<file path="src/rtl/vga_mem_responder.sv">
// vga_mem_responder: ZBT SRAM front end for the display pixel fetch.
// Serves one-cycle display read requests with a fixed-latency response and
// slots lower-priority capture writes into idle SRAM cycles.
// Optional feature macro: DOUBLE_BUFFER_EN enables display/write bank swapping;
// without it everything lives in bank 0.
module vga_mem_responder #(
    parameter int MEM_LATENCY = 2
) (
    input  logic        clock,
    input  logic        reset,
    input  logic        frame_flag,
    input  logic        vga_flag,
    input  logic [9:0]  vga_hcount,
    input  logic [9:0]  vga_vcount,
    output logic [35:0] vga_pixel,
    output logic        done_vga,
    input  logic        wr_flag,
    input  logic [17:0] wr_addr,
    input  logic [35:0] wr_data,
    output logic        wr_ready,
    output logic [18:0] mem_addr,
    output logic        mem_we_b,
    output logic [35:0] mem_data_out,
    output logic        mem_data_oe,
    input  logic [35:0] mem_data_in,
    output logic        display_bank
);

    localparam int DATA_W = 36;

    // Word offset of a pixel pair: v*320 + h/2, built from shifts.
    function automatic logic [17:0] pix_offset(input logic [8:0] h_pair, input logic [9:0] v);
        logic [17:0] v18;
        v18 = {8'b0, v};
        return (v18 << 8) + (v18 << 6) + {9'b0, h_pair};
    endfunction

    logic              in_range;
    logic [17:0]       rd_offset;
    logic              swap_now;
    logic              bank_eff;
    logic              wr_bank;
    logic              wr_accept;
    logic              wr_issue;

    logic              pend_bank;
    logic [17:0]       pend_addr;
    logic [DATA_W-1:0] pend_data;

    logic [MEM_LATENCY:0]   rd_vld_p;
    logic [MEM_LATENCY:0]   rd_ok_p;
    logic [MEM_LATENCY-1:0] wr_vld_p;
    logic [DATA_W-1:0]      wr_data_p [MEM_LATENCY];

`ifdef DOUBLE_BUFFER_EN
    logic swap_pending;

    // A completed write frame arms a swap that lands on the next frame-start request;
    // a frame_flag arriving with that request re-arms for the following frame.
    always_ff @(posedge clock or negedge reset) begin
        if (!reset) begin
            display_bank <= 1'b0;
            swap_pending <= 1'b0;
        end else begin
            if (swap_now)
                display_bank <= ~display_bank;
            if (frame_flag)
                swap_pending <= 1'b1;
            else if (swap_now)
                swap_pending <= 1'b0;
        end
    end
`else
    logic unused_frame_flag;
    assign unused_frame_flag = frame_flag;
    assign display_bank      = 1'b0;
`endif

    // Request decode: range check, address, bank selection and SRAM slot arbitration.
    always_comb begin
        in_range  = (vga_hcount < 10'd640) && (vga_vcount < 10'd480);
        rd_offset = pix_offset(vga_hcount[9:1], vga_vcount);
`ifdef DOUBLE_BUFFER_EN
        swap_now  = vga_flag && swap_pending && (vga_hcount == 10'd0) && (vga_vcount == 10'd0);
        bank_eff  = display_bank ^ swap_now;
        wr_bank   = ~bank_eff;
`else
        swap_now  = 1'b0;
        bank_eff  = 1'b0;
        wr_bank   = 1'b0;
`endif
        wr_accept = wr_flag && wr_ready;
        wr_issue  = !vga_flag && !wr_ready;
    end

    // Stage p0: SRAM address/command issue, pending-write slot and pipeline valids.
    always_ff @(posedge clock or negedge reset) begin
        if (!reset) begin
            mem_addr <= 19'd0;
            mem_we_b <= 1'b1;
            wr_ready <= 1'b1;
            rd_vld_p <= '0;
            wr_vld_p <= '0;
        end else begin
            mem_we_b <= 1'b1;
            if (vga_flag) begin
                if (in_range)
                    mem_addr <= {bank_eff, rd_offset};
            end else if (wr_issue) begin
                mem_addr <= {pend_bank, pend_addr};
                mem_we_b <= 1'b0;
            end

            if (wr_accept)
                wr_ready <= 1'b0;
            else if (wr_issue)
                wr_ready <= 1'b1;

            rd_vld_p[0] <= vga_flag;
            for (int k = 1; k <= MEM_LATENCY; k++)
                rd_vld_p[k] <= rd_vld_p[k-1];

            wr_vld_p[0] <= wr_issue;
            for (int k = 1; k < MEM_LATENCY; k++)
                wr_vld_p[k] <= wr_vld_p[k-1];
        end
    end

    // Data-side registers: pending write contents and the payloads riding the valid pipes.
    always_ff @(posedge clock) begin
        if (wr_accept) begin
            pend_bank <= wr_bank;
            pend_addr <= wr_addr;
            pend_data <= wr_data;
        end
        rd_ok_p[0] <= in_range;
        for (int k = 1; k <= MEM_LATENCY; k++)
            rd_ok_p[k] <= rd_ok_p[k-1];
        wr_data_p[0] <= pend_data;
        for (int k = 1; k < MEM_LATENCY; k++)
            wr_data_p[k] <= wr_data_p[k-1];
    end

    // Stage p(L+1): capture read data (zero for out-of-range) and pulse done.
    always_ff @(posedge clock or negedge reset) begin
        if (!reset) begin
            done_vga  <= 1'b0;
            vga_pixel <= '0;
        end else begin
            done_vga <= rd_vld_p[MEM_LATENCY];
            if (rd_vld_p[MEM_LATENCY])
                vga_pixel <= rd_ok_p[MEM_LATENCY] ? mem_data_in : '0;
        end
    end

    // Stage p(L): drive ZBT write data MEM_LATENCY cycles after the write command.
    always_ff @(posedge clock or negedge reset) begin
        if (!reset) begin
            mem_data_oe  <= 1'b0;
            mem_data_out <= '0;
        end else begin
            mem_data_oe <= wr_vld_p[MEM_LATENCY-1];
            if (wr_vld_p[MEM_LATENCY-1])
                mem_data_out <= wr_data_p[MEM_LATENCY-1];
        end
    end

endmodule

</file>
<file path="config.mk">
export PLATFORM = sky130hd
export DESIGN_NAME = vga_mem_responder
export DESIGN_NICKNAME = d
export VERILOG_FILES = /design/src/rtl/vga_mem_responder.sv
export SDC_FILE = /design/constraint.sdc
export NUM_CORES = 1
export LEC_CHECK = 0
export BUFFER_PORTS_ARGS = -buffer_cell sky130_fd_sc_hd__buf_2
export CELL_PAD_IN_SITES_DETAIL_PLACEMENT = 1
export CELL_PAD_IN_SITES_GLOBAL_PLACEMENT = 2
export CORE_AREA = 8 8 165 167
export DETAILED_ROUTE_END_ITERATION = 8
export DIE_AREA = 0 0 173 175
export PLACE_DENSITY_LB_ADDON = 0.25
export SLEW_MARGIN = 5
export SYNTH_ARGS = -nofsm -noshare
export SYNTH_HDL_FRONTEND = slang
export SYNTH_SLANG_ARGS = --single-unit
</file>
<file path="constraint.sdc">
create_clock -name clock -period 3.34 [get_ports clock]
set_input_delay 0.167 -clock clock [delete_from_list [all_inputs] [get_ports clock]]
set_output_delay 0.167 -clock clock [all_outputs]
set_load 0.03 [all_outputs]
</file>
## Yosys cells after proc, flatten, opt, wreduce, memory -nomap -nowiden

Memory sizes are Yosys's and may differ from the RTL's. A register that Yosys moved wholly into a read port is not among the register bits.
Cells that the tools add are included.

| operators by class | value |
|---|---|
| magnitude comparators | 2 |
| reductions and logical operators | 9 |
| eq/ne operators | 1 |
| add/sub/neg operators | 2 |
| mux-type cells | 8 |

Operators by type and width:

| cell | number |
|---|---|
| 19-bit two-way mux | 3 |
| 36-bit two-way mux | 1 |
| 18-bit by 16-bit adder with 18-bit output | 1 |
| 18-bit by 9-bit adder with 18-bit output | 1 |
| 10-bit < comparator, second input constant | 1 |
| 10-bit by 9-bit < comparator with 1-bit output, second input constant | 1 |
| 1-bit two-way mux | 4 |
| 2-bit nonzero test | 2 |
| 1-bit logical AND | 3 |
| 1-bit logical NOT | 3 |
| 2-bit by 1-bit != test with 1-bit output, second input constant | 1 |
| 2-bit AND reduction | 1 |

| storage, ports and cells | value |
|---|---|
| input port bits | 115 |
| word-level logic and storage cells | 34 |
| memory bits (writable) | 72 |
| memories | 1 |
| flip-flop bits (word level) | 121 |
| output and inout bits | 96 |

Memories:

| name | depth | bits a word | read ports | clocked after Yosys merged registers in | wr ports | RTL line | source |
|---|---|---|---|---|---|---|---|
| wr_data_p | 2 | 36 | 2 | 1 | 2 | 53 | `logic [DATA_W-1:0] wr_data_p [MEM_LATENCY];` |

## Longest topological paths before layout

| depth | value |
|---|---|
| word-level depth | 4 |
| gate-level depth with buffers | 9 |
| gate-level depth less buffers | 9 |

## Worst setup path after synthesis

Ideal clock, no wire load.

| timing | value |
|---|---|
| kind | reg2reg |
| start point | reg wr_ready |
| end point | reg pend_addr[0], enable pin |
| stages on the path, launching flop included | 3 |
| required time | 2.922 ns |
| buffers on the path | 1 |
| data arrival time | 2.127 ns |
| setup time | 0.418 ns |
| path slack | 0.795 ns |
| clock period less this slack | 2.545 ns |
| cell sequence | dfstp_2 -> clkbuf_2 -> and2_1 |

| between the ends | value |
|---|---|
| word-level cells in the longest chain between the ends | 1 |

RTL lines:

| element | RTL line | source |
|---|---|---|
| start, declared | 20 | `output logic wr_ready,` |
| start signal, assigned | 101 | `wr_ready <= 1'b1;` |
| start signal, assigned | 115 | `wr_ready <= 1'b0;` |
| start signal, assigned | 117 | `wr_ready <= 1'b1;` |
| 1-bit logical AND | 92 | `wr_accept = wr_flag && wr_ready;` |
| named net wr_accept | 43 | `logic wr_accept;` |
| end signal, assigned | 133 | `pend_addr <= wr_addr;` |
| end, declared | 47 | `logic [17:0] pend_addr;` |

The timed path passes the listed nets, and every way through them passes these cells.
A chain may end at the register's enable or synchronous reset.

## Final worst setup path

| timing | value |
|---|---|
| start point | reg wr_ready |
| end point | reg pend_data[20], enable pin |

| between the ends | value |
|---|---|
| word-level cells in the longest chain between the ends | 1 |

RTL lines:

| element | RTL line | source |
|---|---|---|
| 1-bit logical AND | 92 |  |
| named net wr_accept | 43 |  |
| end signal, assigned | 134 | `pend_data <= wr_data;` |
| end, declared | 48 | `logic [DATA_W-1:0] pend_data;` |

The timed path passes the listed nets, and every way through them passes these cells.

==> metrics.cfg <==
[run_status]
outcome = finished, final reports clean

[detailed_routing]
first_pass_iters = 4
vias = 5148
vias_per_cell = 4.30
drc = 0
drtAntennaViolNets = 0
dr.first_iter.drc_count = 173
wl_per_cell_um = 16.5
wirelength_um = 19700

[min_path]
hold_path.startpoint = vga_vcount[9]
min_path_cells = 3
min-delay-path-class = in -> reg
min_to = mem_addr[17]$_DFFE_PN0P_

[clock_network]
clock_path_buffers = 3
root_buffer = clkbuf_16
cts_sinks = 228
cts_buffers = 26
clk_pin_slew_ns = 0.06
cts_resized = 0
clock_latency_ns = 0.51
cts_tree = built
cts_max_level = 1
cts_setup_buffers = 0

[setup_path]
r2r_start = wr_ready$_DFFE_PN1P_
crit_fanout = 20
crit_arrival_ns = 2.06
start_kind = register
r2r-end = pend_data[20]$_DFFE_PP_
endpoint_kind = register
path_class = reg -> reg
r2r_setup_slack_ns = 1.46
r2r_cells = 2
required_ns = 3.52

[global_route]
grt_usage_pct = 13.0
grt_max_degree = 84
grt_pass1_vias = 5796
grt_overflow = 0
antenna_found_initial = 1
grt_pass1_wl_um = 32300

[timing]
tns_ns = 0
relSlewSlack_pct = 24.6
worstMarginPinSlew_ns = 1.13
hold_viol_final = 0
fin_skew_ns = 0.00625
report.final.slew_viol_count = 0
fin_crit_ns = 1.88
grt_setup_unrepaired = false
timing.fmax_mhz = 531
final.period_utilization_pct = 56.4
finalSetupViolCount = 0

[power]
p_per_area_nw_per_um2 = 685
power_frac_seq_pct = 45.2
intPower_mw = 5.32
leakage_nw = 4.88
power.switching_mw = 2.13
pwr-share-clk_pct = 36.9
p_sw_share_pct = 28.6
p_comb_share_pct = 18.0
total_power_mw = 7.45
vdd_drop_max_uv = 331

[synth]
syn_area_per_cell_um2 = 14.4
ys_seq_area_share_pct = 72.7
synth_edf_count = 54
ys_warn_count = 0
ys_types = 43
netlist_area_um2 = 7700
syn-instance-count = 535
synth_flop_cell = dfrtp_1
synth-async-reset-ratio_pct = 43.4
ys_ff_latch = 228

[place]
routabilityCongestion = 0.786
place_area_um2 = 9060
dpl.hpwl_um = 13200
io_buffer_count = 206

[floorplanning]
die_width_um = 173
rows = 58
dieArea_um2 = 30300
io_pins = 211
core_area_um2 = 24700
start_util_pct = 31.2
chipHeight_um = 175

[run]
drv_cap = 0

[final_layout]
diodes = 0
post-route-cell-area_um2 = 10900
layout-drive-gt1-share_pct = 36.9
fin_util_pct = 44.1
fin_nets = 983
areaGrowthSynthToFinish_pct = 41.2

-- cells by family after synthesis --
group	Yosys count	synth area share (%)
muxes	50	7.08
xor gates and xnor gates	8	0.910
DFF	228	72.7
adders and majority gates	21	3.61
and+or+nand+nor	76	5.18
other	1	0.0487
buffers and inverters	69	3.87
AOI/OAI and AO/OA	82	6.56
-- worst max path at each step --
stage / endpoint / depth (start not counted) / slack [ns] / startpoint
floorplan: pend_addr[0]$_DFFE_PP_ / 2 / 0.80 / wr_ready$_DFFE_PN1P_
global placement: mem_addr[16]$_DFFE_PN0P_ / 10 / 1.04 / vga_hcount[9]
detailed placement: mem_addr[16]$_DFFE_PN0P_ / 10 / 1.03 / vga_hcount[9]
CTS: pend_data[20]$_DFFE_PP_ / 2 / 1.39 / wr_ready$_DFFE_PN1P_
global route: pend_data[20]$_DFFE_PP_ / 2 / 1.33 / wr_ready$_DFFE_PN1P_
finish: pend_data[20]$_DFFE_PP_ / 2 / 1.46 / wr_ready$_DFFE_PN1P_
-- worst max-delay path, stage by stage (launching register included) --
cell and delay, ns:
dfstp_2 0.63, and2_2 0.51, buf_4 0.39
-- registers in the layout (all words and copies together) (netlist names) --
signal and cells:
wr_data_p 72, mem_data_out 36, pend_data 36, vga_pixel 36, mem_addr 18, pend_addr 18, rd_ok_p 3, rd_vld_p 3
wr_vld_p 2, done_vga 1, mem_data_oe 1, mem_we_b 1, wr_ready 1
-- placed cells by master (no fill, tap or decap), types with 12 or more instances in the layout --
cell and n:
o21ai_0 38, dfrtp_1 95, o21ai_2 12, nand2_2 12, edfxtp_1 54, buf_2 205, a21oi_1 12, nand3_1 40
mux2_2 36, dfxtp_1 74, dlygate4sd3_1 97, clkbuf_16 28, inv_1 45, mux2i_1 14, ha_1 19
-- power groups by stage --
stage / registers, mW / clock network, mW / logic (mW)
after floorplan: 3.78 / 0 / 0.424
after global placement: 3.41 / 0 / 1.25
after detailed placement: 3.43 / 0 / 1.27
after CTS: 3.37 / 2.87 / 1.37
after global routing: 3.41 / 2.95 / 1.45
final: 3.37 / 2.75 / 1.34
-- Yosys cell counts (14+ instances only) --
cell / n / area (um2)
mux2i_1: 14 / 140
inv_1: 45 / 169
clkbuf_1: 15 / 56.3
dfxtp_1: 75 / 1500
nand3_1: 40 / 200
edfxtp_1: 54 / 1620
dfrtp_1: 97 / 2430
ha_1: 19 / 238
o21ai_0: 38 / 190
mux2_2: 36 / 405
-- what timing repair did --
action | CTS | global route
hold buffers | 97 | 0
endpoints found under the hold margin | 176 | 0
endpoints found under the setup margin | 0 | 0
-- final cells by class --
class                      instances  area, um2
clock buffer                      40        796
clock inverter                     8       52.6
fill                            2624      13800
inverter                          45        169
multi-input combinational        239       1810
sequential                       228       5610
tap                              330        413
timing repair buffer             307       2030
-- through the flow --
step	cells	setup WS (ns)	hold slack, ns
floorplan	536	0.795	-0.129
global placement	1052	1.04	0.310
detailed placement	1052	1.03	0.313
CTS	1197	1.39	0.0116
global route	1197	1.33	0.0567
finish	1197	1.46	0.0373
-- per-layer routing --
layer | up-vias | GRT usage [%] | part of all wire (%)
met3 | 30 | 3.91 | 6.6
met4 | 2 | 2.80 | 1.9
met2 | 160 | 22.8 | 49
met1 | 2499 | 15.4 | 42
li1 | 2457 | - | -
met5 | - | 0 | 0.066
(Power assumes the default switching activity.)
